File: config.mk
export PLATFORM = sky130hd
export DESIGN_NAME = adc_entropy_extractor
export DESIGN_NICKNAME = d
export VERILOG_FILES = /design/src/rtl/rng_pkg.sv /design/src/rtl/rng_sync_fifo.sv /design/src/rtl/adc_entropy_extractor.sv
export SDC_FILE = /design/constraint.sdc
export NUM_CORES = 1
export LEC_CHECK = 0
export ABC_AREA = 1
export CAP_MARGIN = 25
export CORE_ASPECT_RATIO = 0.6
export CORE_UTILIZATION = 50
export CTS_BUF_LIST = sky130_fd_sc_hd__clkbuf_2 sky130_fd_sc_hd__clkbuf_4 sky130_fd_sc_hd__clkbuf_8
export CTS_CLUSTER_DIAMETER = 120
export DETAILED_ROUTE_END_ITERATION = 8
export PLACE_DENSITY = 0.8
export SETUP_SLACK_MARGIN = 0.3
export SYNTH_ARGS = -nofsm -noshare
export SYNTH_HDL_FRONTEND = slang
export SYNTH_SLANG_ARGS = --single-unit
File: constraint.sdc
create_clock -name clk -period 4.2 [get_ports clk]
set_clock_uncertainty 0.1 [all_clocks]
set_input_delay 1.05 -clock clk [delete_from_list [all_inputs] [get_ports clk]]
set_output_delay 1.05 -clock clk [all_outputs]
set_load 0.01 [all_outputs]
File: src/rtl/rng_pkg.sv
`default_nettype none
// ============================================================================
// Module   : rng_pkg
// Purpose  : Shared constants and von Neumann state encoding for the ADC
//            entropy extractor.
// Revision : 1.0 - initial release
// ============================================================================
package rng_pkg;

    localparam int c_DEF_DATA_WIDTH = 14;
    localparam int c_DEF_TAP_BITS   = 4;
    localparam int c_DEF_WORD_WIDTH = 8;
    localparam int c_DEF_FIFO_DEPTH = 16;
    localparam int c_DEF_REP_LIMIT  = 32;

    localparam int c_DROP_CNT_W = 16;

    localparam logic [0:0] c_VN_IDLE       = 1'b0;
    localparam logic [0:0] c_VN_HAVE_FIRST = 1'b1;

endpackage
`default_nettype wire

File: src/rtl/rng_sync_fifo.sv
`default_nettype none
// ============================================================================
// Module   : rng_sync_fifo
// Purpose  : Single-clock show-ahead FIFO with full/empty/level outputs.
// Revision : 1.0 - initial release
// ============================================================================
module rng_sync_fifo #(
    parameter int WIDTH = 8,
    parameter int DEPTH = 16
) (
    input  logic                     clk,
    input  logic                     rst,
    input  logic                     i_push,
    input  logic [WIDTH-1:0]         i_data,
    input  logic                     i_pop,
    output logic [WIDTH-1:0]         o_data,
    output logic                     o_full,
    output logic                     o_empty,
    output logic [$clog2(DEPTH):0]   o_level
);

    localparam int               c_AW         = $clog2(DEPTH);
    localparam logic [c_AW:0]    c_PTR_ONE    = (c_AW+1)'(1);
    localparam logic [c_AW:0]    c_PTR_ZERO   = '0;
    localparam logic [c_AW:0]    c_FULL_LEVEL = (c_AW+1)'(DEPTH);

    logic [WIDTH-1:0] r_mem [DEPTH];
    logic [WIDTH-1:0] r_head;
    logic [c_AW:0]    r_wr_ptr;
    logic [c_AW:0]    r_rd_ptr;

    logic [c_AW:0]    w_level;
    logic             w_pop;
    logic             w_wr;
    logic [c_AW:0]    w_rd_next;
    logic [c_AW:0]    w_wr_next;

    assign w_level   = r_wr_ptr - r_rd_ptr;
    assign o_full    = (w_level == c_FULL_LEVEL);
    assign o_empty   = (w_level == c_PTR_ZERO);
    assign o_level   = w_level;
    assign o_data    = r_head;

    // A full FIFO still takes a word when the head leaves in the same cycle.
    assign w_pop     = i_pop & ~o_empty;
    assign w_wr      = i_push & (~o_full | w_pop);
    assign w_rd_next = r_rd_ptr + (w_pop ? c_PTR_ONE : c_PTR_ZERO);
    assign w_wr_next = r_wr_ptr + (w_wr  ? c_PTR_ONE : c_PTR_ZERO);

    always_ff @(posedge clk or posedge rst) begin
        if (rst) begin
            r_wr_ptr <= '0;
            r_rd_ptr <= '0;
            r_head   <= '0;
        end else begin
            r_wr_ptr <= w_wr_next;
            r_rd_ptr <= w_rd_next;
            // Head is registered; it holds its last value once the FIFO drains.
            if (w_wr_next != w_rd_next) begin
                if (w_wr && (w_rd_next == r_wr_ptr)) begin
                    r_head <= i_data;
                end else begin
                    r_head <= r_mem[w_rd_next[c_AW-1:0]];
                end
            end
        end
    end

    always_ff @(posedge clk) begin
        if (w_wr) begin
            r_mem[r_wr_ptr[c_AW-1:0]] <= i_data;
        end
    end

endmodule
`default_nettype wire

File: src/rtl/adc_entropy_extractor.sv
`default_nettype none
// ============================================================================
// Module   : adc_entropy_extractor
// Purpose  : ADC LSB parity -> repetition health test -> von Neumann
//            debiaser -> byte packer -> output FIFO.
// Revision : 1.0 - initial release
// ============================================================================
module adc_entropy_extractor
    import rng_pkg::*;
#(
    parameter int P_DATA_WIDTH = c_DEF_DATA_WIDTH,
    parameter int P_TAP_BITS   = c_DEF_TAP_BITS,
    parameter int P_WORD_WIDTH = c_DEF_WORD_WIDTH,
    parameter int P_FIFO_DEPTH = c_DEF_FIFO_DEPTH,
    parameter int P_REP_LIMIT  = c_DEF_REP_LIMIT
) (
    input  logic                           clk,
    input  logic                           reset,
    input  logic                           enable,
    input  logic [P_DATA_WIDTH-1:0]        adc_data,
    input  logic                           adc_or,
    output logic [P_WORD_WIDTH-1:0]        rnd_data,
    output logic                           rnd_valid,
    input  logic                           rnd_ready,
    output logic                           health_fail,
    output logic [c_DROP_CNT_W-1:0]        drop_count,
    output logic [$clog2(P_FIFO_DEPTH):0]  fifo_level
);

    localparam int                       c_REP_W    = $clog2(P_REP_LIMIT + 1);
    localparam logic [c_REP_W-1:0]       c_REP_ONE  = c_REP_W'(1);
    localparam logic [c_REP_W-1:0]       c_REP_MAX  = c_REP_W'(P_REP_LIMIT);
    localparam int                       c_BIT_W    = $clog2(P_WORD_WIDTH);
    localparam logic [c_BIT_W-1:0]       c_BIT_ONE  = c_BIT_W'(1);
    localparam logic [c_BIT_W-1:0]       c_BIT_LAST = c_BIT_W'(P_WORD_WIDTH - 1);
    localparam logic [c_DROP_CNT_W-1:0]  c_DROP_ONE = c_DROP_CNT_W'(1);

    // Input register
    logic [P_DATA_WIDTH-1:0] r_sample_q;
    logic                    r_smp_vld;

    always_ff @(posedge clk or posedge reset) begin
        if (reset) begin
            r_sample_q <= '0;
            r_smp_vld  <= 1'b0;
        end else begin
            r_sample_q <= adc_data;
            r_smp_vld  <= enable & ~adc_or;
        end
    end

    logic w_raw;
    assign w_raw = ^r_sample_q[P_TAP_BITS-1:0];

    // Repetition health test
    logic [P_DATA_WIDTH-1:0] r_prev;
    logic                    r_prev_vld;
    logic [c_REP_W-1:0]      r_rep_cnt;
    logic                    r_health_fail;
    logic                    w_same;
    logic [c_REP_W-1:0]      w_rep_next;
    logic                    w_rep_trip;
    logic                    w_bit_vld;

    assign w_same     = r_prev_vld && (r_sample_q == r_prev);
    assign w_rep_next = !w_same                ? c_REP_ONE :
                        (r_rep_cnt == c_REP_MAX) ? r_rep_cnt : r_rep_cnt + c_REP_ONE;
    assign w_rep_trip = (w_rep_next == c_REP_MAX);
    // The sample that trips the test must not contribute its bit.
    assign w_bit_vld  = r_smp_vld & ~r_health_fail & ~w_rep_trip;

    always_ff @(posedge clk or posedge reset) begin
        if (reset) begin
            r_prev        <= '0;
            r_prev_vld    <= 1'b0;
            r_rep_cnt     <= '0;
            r_health_fail <= 1'b0;
        end else if (r_smp_vld) begin
            r_prev     <= r_sample_q;
            r_prev_vld <= 1'b1;
            r_rep_cnt  <= w_rep_next;
            if (w_rep_trip) begin
                r_health_fail <= 1'b1;
            end
        end
    end

    assign health_fail = r_health_fail;

    // Von Neumann debiaser
    logic [0:0] r_vn_state;
    logic [0:0] w_vn_next;
    logic       r_first;
    logic       w_first_next;
    logic       w_emit;

    always_ff @(posedge clk or posedge reset) begin
        if (reset) begin
            r_vn_state <= c_VN_IDLE;
            r_first    <= 1'b0;
        end else begin
            r_vn_state <= w_vn_next;
            r_first    <= w_first_next;
        end
    end

    always_comb begin
        w_vn_next    = r_vn_state;
        w_first_next = r_first;
        w_emit       = 1'b0;
        if (!enable) begin
            w_vn_next    = c_VN_IDLE;
            w_first_next = 1'b0;
        end else if (w_bit_vld) begin
            case (r_vn_state)
                c_VN_IDLE: begin
                    w_first_next = w_raw;
                    w_vn_next    = c_VN_HAVE_FIRST;
                end
                c_VN_HAVE_FIRST: begin
                    w_emit    = (r_first != w_raw);
                    w_vn_next = c_VN_IDLE;
                end
                default: begin
                    w_vn_next = c_VN_IDLE;
                end
            endcase
        end
    end

    // Packer: LSB-first, the emitted bit is always the stored first bit
    logic [P_WORD_WIDTH-1:0] r_shift;
    logic [P_WORD_WIDTH-1:0] w_shift_next;
    logic [c_BIT_W-1:0]      r_bit_cnt;
    logic                    r_push_req;
    logic [P_WORD_WIDTH-1:0] r_push_word;

    assign w_shift_next = {r_first, r_shift[P_WORD_WIDTH-1:1]};

    always_ff @(posedge clk or posedge reset) begin
        if (reset) begin
            r_shift     <= '0;
            r_bit_cnt   <= '0;
            r_push_req  <= 1'b0;
            r_push_word <= '0;
        end else begin
            r_push_req <= 1'b0;
            if (!enable) begin
                r_bit_cnt <= '0;
            end else if (w_emit) begin
                r_shift <= w_shift_next;
                if (r_bit_cnt == c_BIT_LAST) begin
                    r_push_req  <= 1'b1;
                    r_push_word <= w_shift_next;
                    r_bit_cnt   <= '0;
                end else begin
                    r_bit_cnt <= r_bit_cnt + c_BIT_ONE;
                end
            end
        end
    end

    // Output FIFO and overflow accounting
    logic w_fifo_full;
    logic w_fifo_empty;
    logic w_drop;
    logic [c_DROP_CNT_W-1:0] r_drop_cnt;

    rng_sync_fifo #(
        .WIDTH (P_WORD_WIDTH),
        .DEPTH (P_FIFO_DEPTH)
    ) u_fifo (
        .clk     (clk),
        .rst     (reset),
        .i_push  (r_push_req),
        .i_data  (r_push_word),
        .i_pop   (rnd_ready),
        .o_data  (rnd_data),
        .o_full  (w_fifo_full),
        .o_empty (w_fifo_empty),
        .o_level (fifo_level)
    );

    assign rnd_valid = ~w_fifo_empty;
    assign w_drop    = r_push_req & w_fifo_full & ~(rnd_valid & rnd_ready);

    always_ff @(posedge clk or posedge reset) begin
        if (reset) begin
            r_drop_cnt <= '0;
        end else if (w_drop && (r_drop_cnt != '1)) begin
            r_drop_cnt <= r_drop_cnt + c_DROP_ONE;
        end
    end

    assign drop_count = r_drop_cnt;

endmodule
`default_nettype wire

==> results.json, run 1 <==
{
  "die_y_microns": 112,
  "r2r_start": "u_fifo.r_rd_ptr[0]$_DFF_PP0_",
  "setup_viol": 0,
  "min_period_over_period": 0.889,
  "synthToLayoutAreaGrowth_pct": 14.6,
  "globalplace.congestion": 0.918,
  "synth_warnings": 0,
  "io_pins": 50,
  "grtUsageMet1": 0.381,
  "power.density_mw_per_mm2": 563,
  "hold_path_class": "reg2reg",
  "ir_drop_uv": 436,
  "slew-limit-headroom": 0.378,
  "status": "completed",
  "grt_use_met3": 0.0555,
  "path_delay_family": "adder cells",
  "yosysTopAreaCell": "edfxtp_1",
  "cts.sinks": 220,
  "synth_nets": 1055,
  "start_util": 0.521,
  "numCtsBuffers": 29,
  "whs_endpoint": "r_prev_vld$_DFFE_PP0P_",
  "grt_overflow_total": 0,
  "top_usage_layer": "met1",
  "final_nets": 1115,
  "grt_pass1_wl_mm": 37.4,
  "core_sq_mm": 0.0194,
  "timing.reg2reg.setup_slack_ps": 470,
  "slew_violations": 0,
  "max_stage_delay_ps": 530,
  "die_width_microns": 186,
  "netlist_area_sq_mm": 0.0101,
  "rsz0062_at_grt": "no",
  "hold_ws_ps": 379,
  "critical_path_class": "reg2reg",
  "antenna_left": 0,
  "drc": 0,
  "worstPathRequired_ps": 4550,
  "holdPathStages": 2,
  "numPortBuffers": 49,
  "dr.pass1.iters": 7,
  "place_area_sq_mm": 0.0109,
  "mostFrequentLayoutCells": "nand2_1, nand3_1, inv_1, edfxtp_1, dfrtp_1",
  "design_area_sq_mm": 0.0116,
  "r2r_cells": 21,
  "synthTopCellsByArea": "edfxtp_1, dfrtp_1, nand3_1",
  "ys_types": 42,
  "drt-initial-drc-count": 943,
  "path_cells": "ha_2, fa_2, nand2_1, nor2_2, nand2_1, nor2_1, nand2_2, nand2_1, inv_2, ha_1, ha_2, xor2_1, xnor2_1, nor3_1, o21ai_0, a21oi_2, nand2_2, nand2_1, inv_1, nand2_1, nand2_1",
  "ys_seq_elements": 220,
  "wl_per_cell_microns": 17.3,
  "layout-drive-gt1-share": 0.0950,
  "period_needed_ps": 3730,
  "met2_usage": 0.311,
  "num_vias": 7436,
  "cts_tree": "done",
  "crit_path_start_kind": "flip-flop",
  "drv_cap": 0,
  "crit_fanout": 5,
  "die-area_sq_mm": 0.0208,
  "hold_viol_final": 0,
  "cts-root-buf": "clkbuf_8",
  "async_flop_share": 0.418,
  "fmax_ghz": 0.268,
  "cts.path.max_buffers": 3,
  "timing.critical_path.mode_cell": "nand2_1",
  "synth_top_area_share": 0.380,
  "synth_edf_count": 128,
  "final_util": 0.597,
  "final_cell_count_no_fill": 1371,
  "grt_max_degree": 93,
  "slowest_stage": "fa_2",
  "via_per_inst": 5.42,
  "timing.rr.end": "u_fifo.o_data[4]$_DFFE_PP0P_",
  "synthCells": 1023,
  "seq_area_frac_synth": 0.607,
  "cp-end-kind": "flip-flop",
  "arrival_ps": 4080,
  "cp_num_buf_inv": 2,
  "place_inst": 1313,
  "layout.cells.most_common": "nand2_1",
  "p_leak_nw": 5.21,
  "worstMarginPinSlew_ps": 933,
  "cts_hold_buf": 0,
  "antenna_found_initial": 0,
  "grt_pass1_vias": 6944,
  "grt_use_total": 0.234,
  "synth-main-ff-cell": "edfxtp_1",
  "clk_pin_slew_ps": 80,
  "rows": 39,
  "finalSetupTns_ps": 0,
  "syn_area_per_cell_sq_um": 9.89,
  "worstHoldStart": "r_prev_vld$_DFFE_PP0P_",
  "clock_latency_ps": 560,
  "routed_wl_mm": 23.7,
  "num_antenna_cells": 0,
  "dp_hpwl_mm": 15.4,
  "htreeDepth": 1
}
metrics by stage:
stage	setup slack (ps)	total power [mW]
2_1_floorplan	392	3.93
3_5_place_dp	178	4.68
4_1_cts	323	6.49
6_report	465	6.53
5_1_grt	281	6.87
3_3_place_gp	470	4.63
registers in the layout, indices dropped and copies added (netlist names), 6 cells and up:
name           flops
u_fifo.o_data      8
r_sample_q        14
drop_count        16
u_fifo.r_mem     128
r_push_word        8
r_prev            14
r_rep_cnt          6
r_shift            7
worst max-delay path by stage:
stage	slack, ps	to	cells after the start	start
3_5_place_dp	180	u_fifo.o_data[4]$_DFFE_PP0P_	23	u_fifo.r_wr_ptr[0]$_DFF_PP0_
2_1_floorplan	390	u_fifo.o_data[0]$_DFFE_PP0P_	22	u_fifo.r_wr_ptr[0]$_DFF_PP0_
3_3_place_gp	470	u_fifo.o_data[3]$_DFFE_PP0P_	18	rnd_ready
6_report	470	u_fifo.o_data[4]$_DFFE_PP0P_	21	u_fifo.r_rd_ptr[0]$_DFF_PP0_
5_1_grt	280	u_fifo.o_data[4]$_DFFE_PP0P_	22	u_fifo.r_wr_ptr[0]$_DFF_PP0_
4_1_cts	320	rnd_valid	9	u_fifo.r_wr_ptr[1]$_DFF_PP0_
cell usage after synthesis, types with 2 or more instances:
cell,n
nand3_1,178
edfxtp_1,128
nor2_4,2
xnor2_1,10
nand2_2,5
xor2_1,26
inv_1,173
o21ai_1,14
nand3b_1,34
o2111ai_1,2
buf_1,5
clkbuf_1,8
buf_4,5
or2_2,3
inv_2,4
nor2_1,40
o21ai_0,17
nor3_1,4
dfrtp_1,92
nand3_2,3
a21oi_1,10
o22ai_1,5
nand4_2,2
nand4_1,9
ha_1,12
buf_2,18
nor2_2,4
nand2_1,196
where the power goes:
group	internal, mW	total (mW)	switching [mW]
logic	0.774	2.28	1.50
clock network	0.984	1.78	0.794
registers	2.39	2.47	0.0865
worst min-delay path: cells and delay by family (launching register included):
kind	cells	cell delay (ps)
AND/OR/NAND/NOR	1	60
buffers and inverters	1	60
flip-flops	1	340
metal layers:
metal  up-vias  wire length [microns]  part of all wire
met1      3598                  11400              0.48
met5         -                      0                 0
li1       3473                      -                 -
met3        35                   2340             0.099
met4         0                    385             0.016
met2       330                   9660              0.41
repair_timing:
action / 4_1_cts / 5_1_grt
gates resized for setup: 2 / 11
endpoints found under the setup margin: 9 / 10
setup buffers: 3 / 1
hold endpoints to repair: 0 / 0
pin swaps: 1 / 1
gates cloned: 0 / 1
kinds of logic (layout without fill, tap and decap cells):
logic type,count (synthesis),count (layout),share of synthesized area
simple gates,484,485,0.227
fa+ha+maj,13,13,0.0168
buf+inv,215,296,0.0846
flops,220,220,0.607
xor+xnor,37,37,0.0339
compound gates,54,54,0.0307
cell type report:
type	instances	area, sq um
Fill cell	1553	7820
Sequential cell	220	6150
Multi-Input combinational cell	589	3160
Inverter	178	669
Timing Repair Buffer	65	639
Clock buffer	40	519
Tap cell	266	333
Clock inverter	13	133
Power figures use the tool's default switching activity.
==> run 2: changes to the inputs <==
Settings changed: SKIP_LAST_GASP from default to 1, SLEW_MARGIN from default to 15.
==> results of run 2 <==
No change in the layout: final DEF, timing and power equal those of run 1.
==> RTL edit (config.mk and constraints of run 1) <==
Put a register stage on the output `fifo_level`, with the module's reset. The value now appears one clock later. The other outputs are not delayed to match.
--- a/src/rtl/adc_entropy_extractor.sv
+++ b/src/rtl/adc_entropy_extractor.sv
@@ -37,2 +37,4 @@
 
+    logic [$clog2(P_FIFO_DEPTH):0] fifo_level_d;
+
     // Input register
@@ -180,3 +182,3 @@
         .o_empty (w_fifo_empty),
-        .o_level (fifo_level)
+        .o_level (fifo_level_d)
     );
@@ -196,2 +198,10 @@
 
+    always_ff @(posedge clk or posedge reset) begin
+        if (reset) begin
+            fifo_level <= '0;
+        end else begin
+            fifo_level <= fifo_level_d;
+        end
+    end
+
 endmodule
Behaviour: same outputs for any inputs over 10 cycles, from zero or initial values and one cycle with reset high; that may be too few to reach the edited logic, so the function may still have changed.
==> RTL edit against run 1 <==
Final area grew 2.5%; final cell count is 3.4% higher; critical endpoint is now rnd_valid; setup slack lost 0.088 ns; area after synthesis up 3.4%; count of clock-buffer cells in the layout increased by 9; routed wire length down 1.2%; power rose by 0.39%; first-iteration DRC count up 10%; sequential cell count grew 5; largest cell class unchanged.
==> RTL edit: results (changes against run 1) <==
| Metric | Value |
|---|---|
| DRT iter0 DRCs | 1039 (was 943) |
| Top sig layer | met4 (unchanged) |
| Met3 Resource Use GR | 0.0414 (was 0.0555) |
| Slowest Stage Delay on Critical Path | 0.45 ns (was 0.53 ns) |
| M1 wire length | 11100 um (was 11400 um) |
| Met1 Usage GRT | 0.366 (was 0.381) |
| Drt pass-1 iters | 8 (was 7) |
| Critical Path Slowest Stage Cell | fa_1 (was fa_2) |
| Synth top area cells | edfxtp_1 (37%), dfrtp_1 (23%), nand3_1 (8.8%) (was edfxtp_1 (38%), dfrtp_1 (23%), nand3_1 (8.8%)) |
| Synth unique cells | 46 (was 42) |
| Placed cell area | 0.0112 mm2 (was 0.0109 mm2) |
| Wire per inst | 16.5 um (was 17.3 um) |
| Async SR Flop Fraction | 0.431 (was 0.418) |
| Finished Layout Cells | 1418 (was 1371) |
| CP arrival | 2.67 ns (was 4.08 ns) |
| CTS buffer count | 31 (was 29) |
| Clock latency on the worst-skew pair | 0.59 ns (was 0.56 ns) |
| Largest net degree at the start of global routing | 65 (was 93) |
| Relative slew slack | 0.410 (was 0.378) |
| Layout cell share with drive strength beyond 1 | 0.0934 (was 0.0950) |
| Gate Count Post-Synth | 1061 (was 1023) |
| Routed wl met2 | 9380 um (was 9660 um) |
| Vias per cell | 5.34 (was 5.42) |
| HPWL after detailed placement | 15100 um (was 15400 um) |
| Leakage power | 5.34 nW (was 5.21 nW) |
| Total track usage | 0.222 (was 0.234) |
| Synth Area in Compound Gates | 0.0257 (was 0.0307) |
| DR WL met3 | 2500 um (was 2340 um) |
| Place WS | 0.446 ns (was 0.178 ns) |
| Area share of fa/ha/maj cells after synthesis | 0.0163 (was 0.0168) |
| Outcome | finished clean (unchanged) |
| Top cells by count, synth | nand2_1 (219), nand3_1 (184), inv_1 (169) (was nand2_1 (196), nand3_1 (178), inv_1 (173)) |
| Fin nets | 1152 (was 1115) |
| GPL Wtd Cong | 0.903 (was 0.918) |
| Sequential share of the synthesized area | 0.599 (was 0.607) |
==> RTL edit: cell count changes after synthesis, sizes merged, moves of 4 or more <==
cell and change:
nor2 +6, inv -4, dfrtp +5, xnor2 +4, nand3 +8, xor2 -5, nand2 +25, nand4 +6
nor3 +4
==> RTL edit: report_power, final <==
group / total [W] / switching [W] / internal (W)
Clock: 0.00171 / 0.000813 / 0.000895
Combinational: 0.00232 / 0.00155 / 0.000770
Sequential: 0.00252 / 0.0000825 / 0.00244
Total: 0.00655 / 0.00245 / 0.00411
==> RTL edit: final timing paths <==
path | startpoint | to | cells past startpoint | slack, ns
min reg2reg | r_prev_vld | r_prev_vld | 1 | 0.37
max reg2reg | u_fifo.r_wr_ptr[0] | u_fifo.o_data[7] | 19 | 0.48
max | u_fifo.r_wr_ptr[0] | rnd_valid | 10 | 0.38
min | r_prev_vld | r_prev_vld | 1 | 0.37
max in group asynchronous | reset | r_sample_q[8] | 3 | 2.54
min in group asynchronous | reset | drop_count[13] | 2 | 0.76
==> RTL edit: cell type report <==
cell class	count	area [um2]
clock buffers	49	593
clock inverters	9	42.5
fillers	1682	8370
inverters	174	659
multi-input cells	625	3340
flip-flops and latches	225	6270
well taps	273	342
repair buffers	63	648
==> RTL edit: worst register-to-register path: cells and delay by family, from the launching register on <==
family,cells,cell delay (ns)
buffers and inverters,4,0.63
adders and majority gates,3,1.17
and+or+nand+nor,12,1.35
DFF,1,0.41
==> RTL edit: repair_timing <==
| item | CTS | global route |
|---|---|---|
| resized for setup | 1 | 7 |
| cloned | 0 | 0 |
| setup buffers | 0 | 5 |
| pin swaps | 0 | 2 |
| setup endpoints to repair | 1 | 9 |
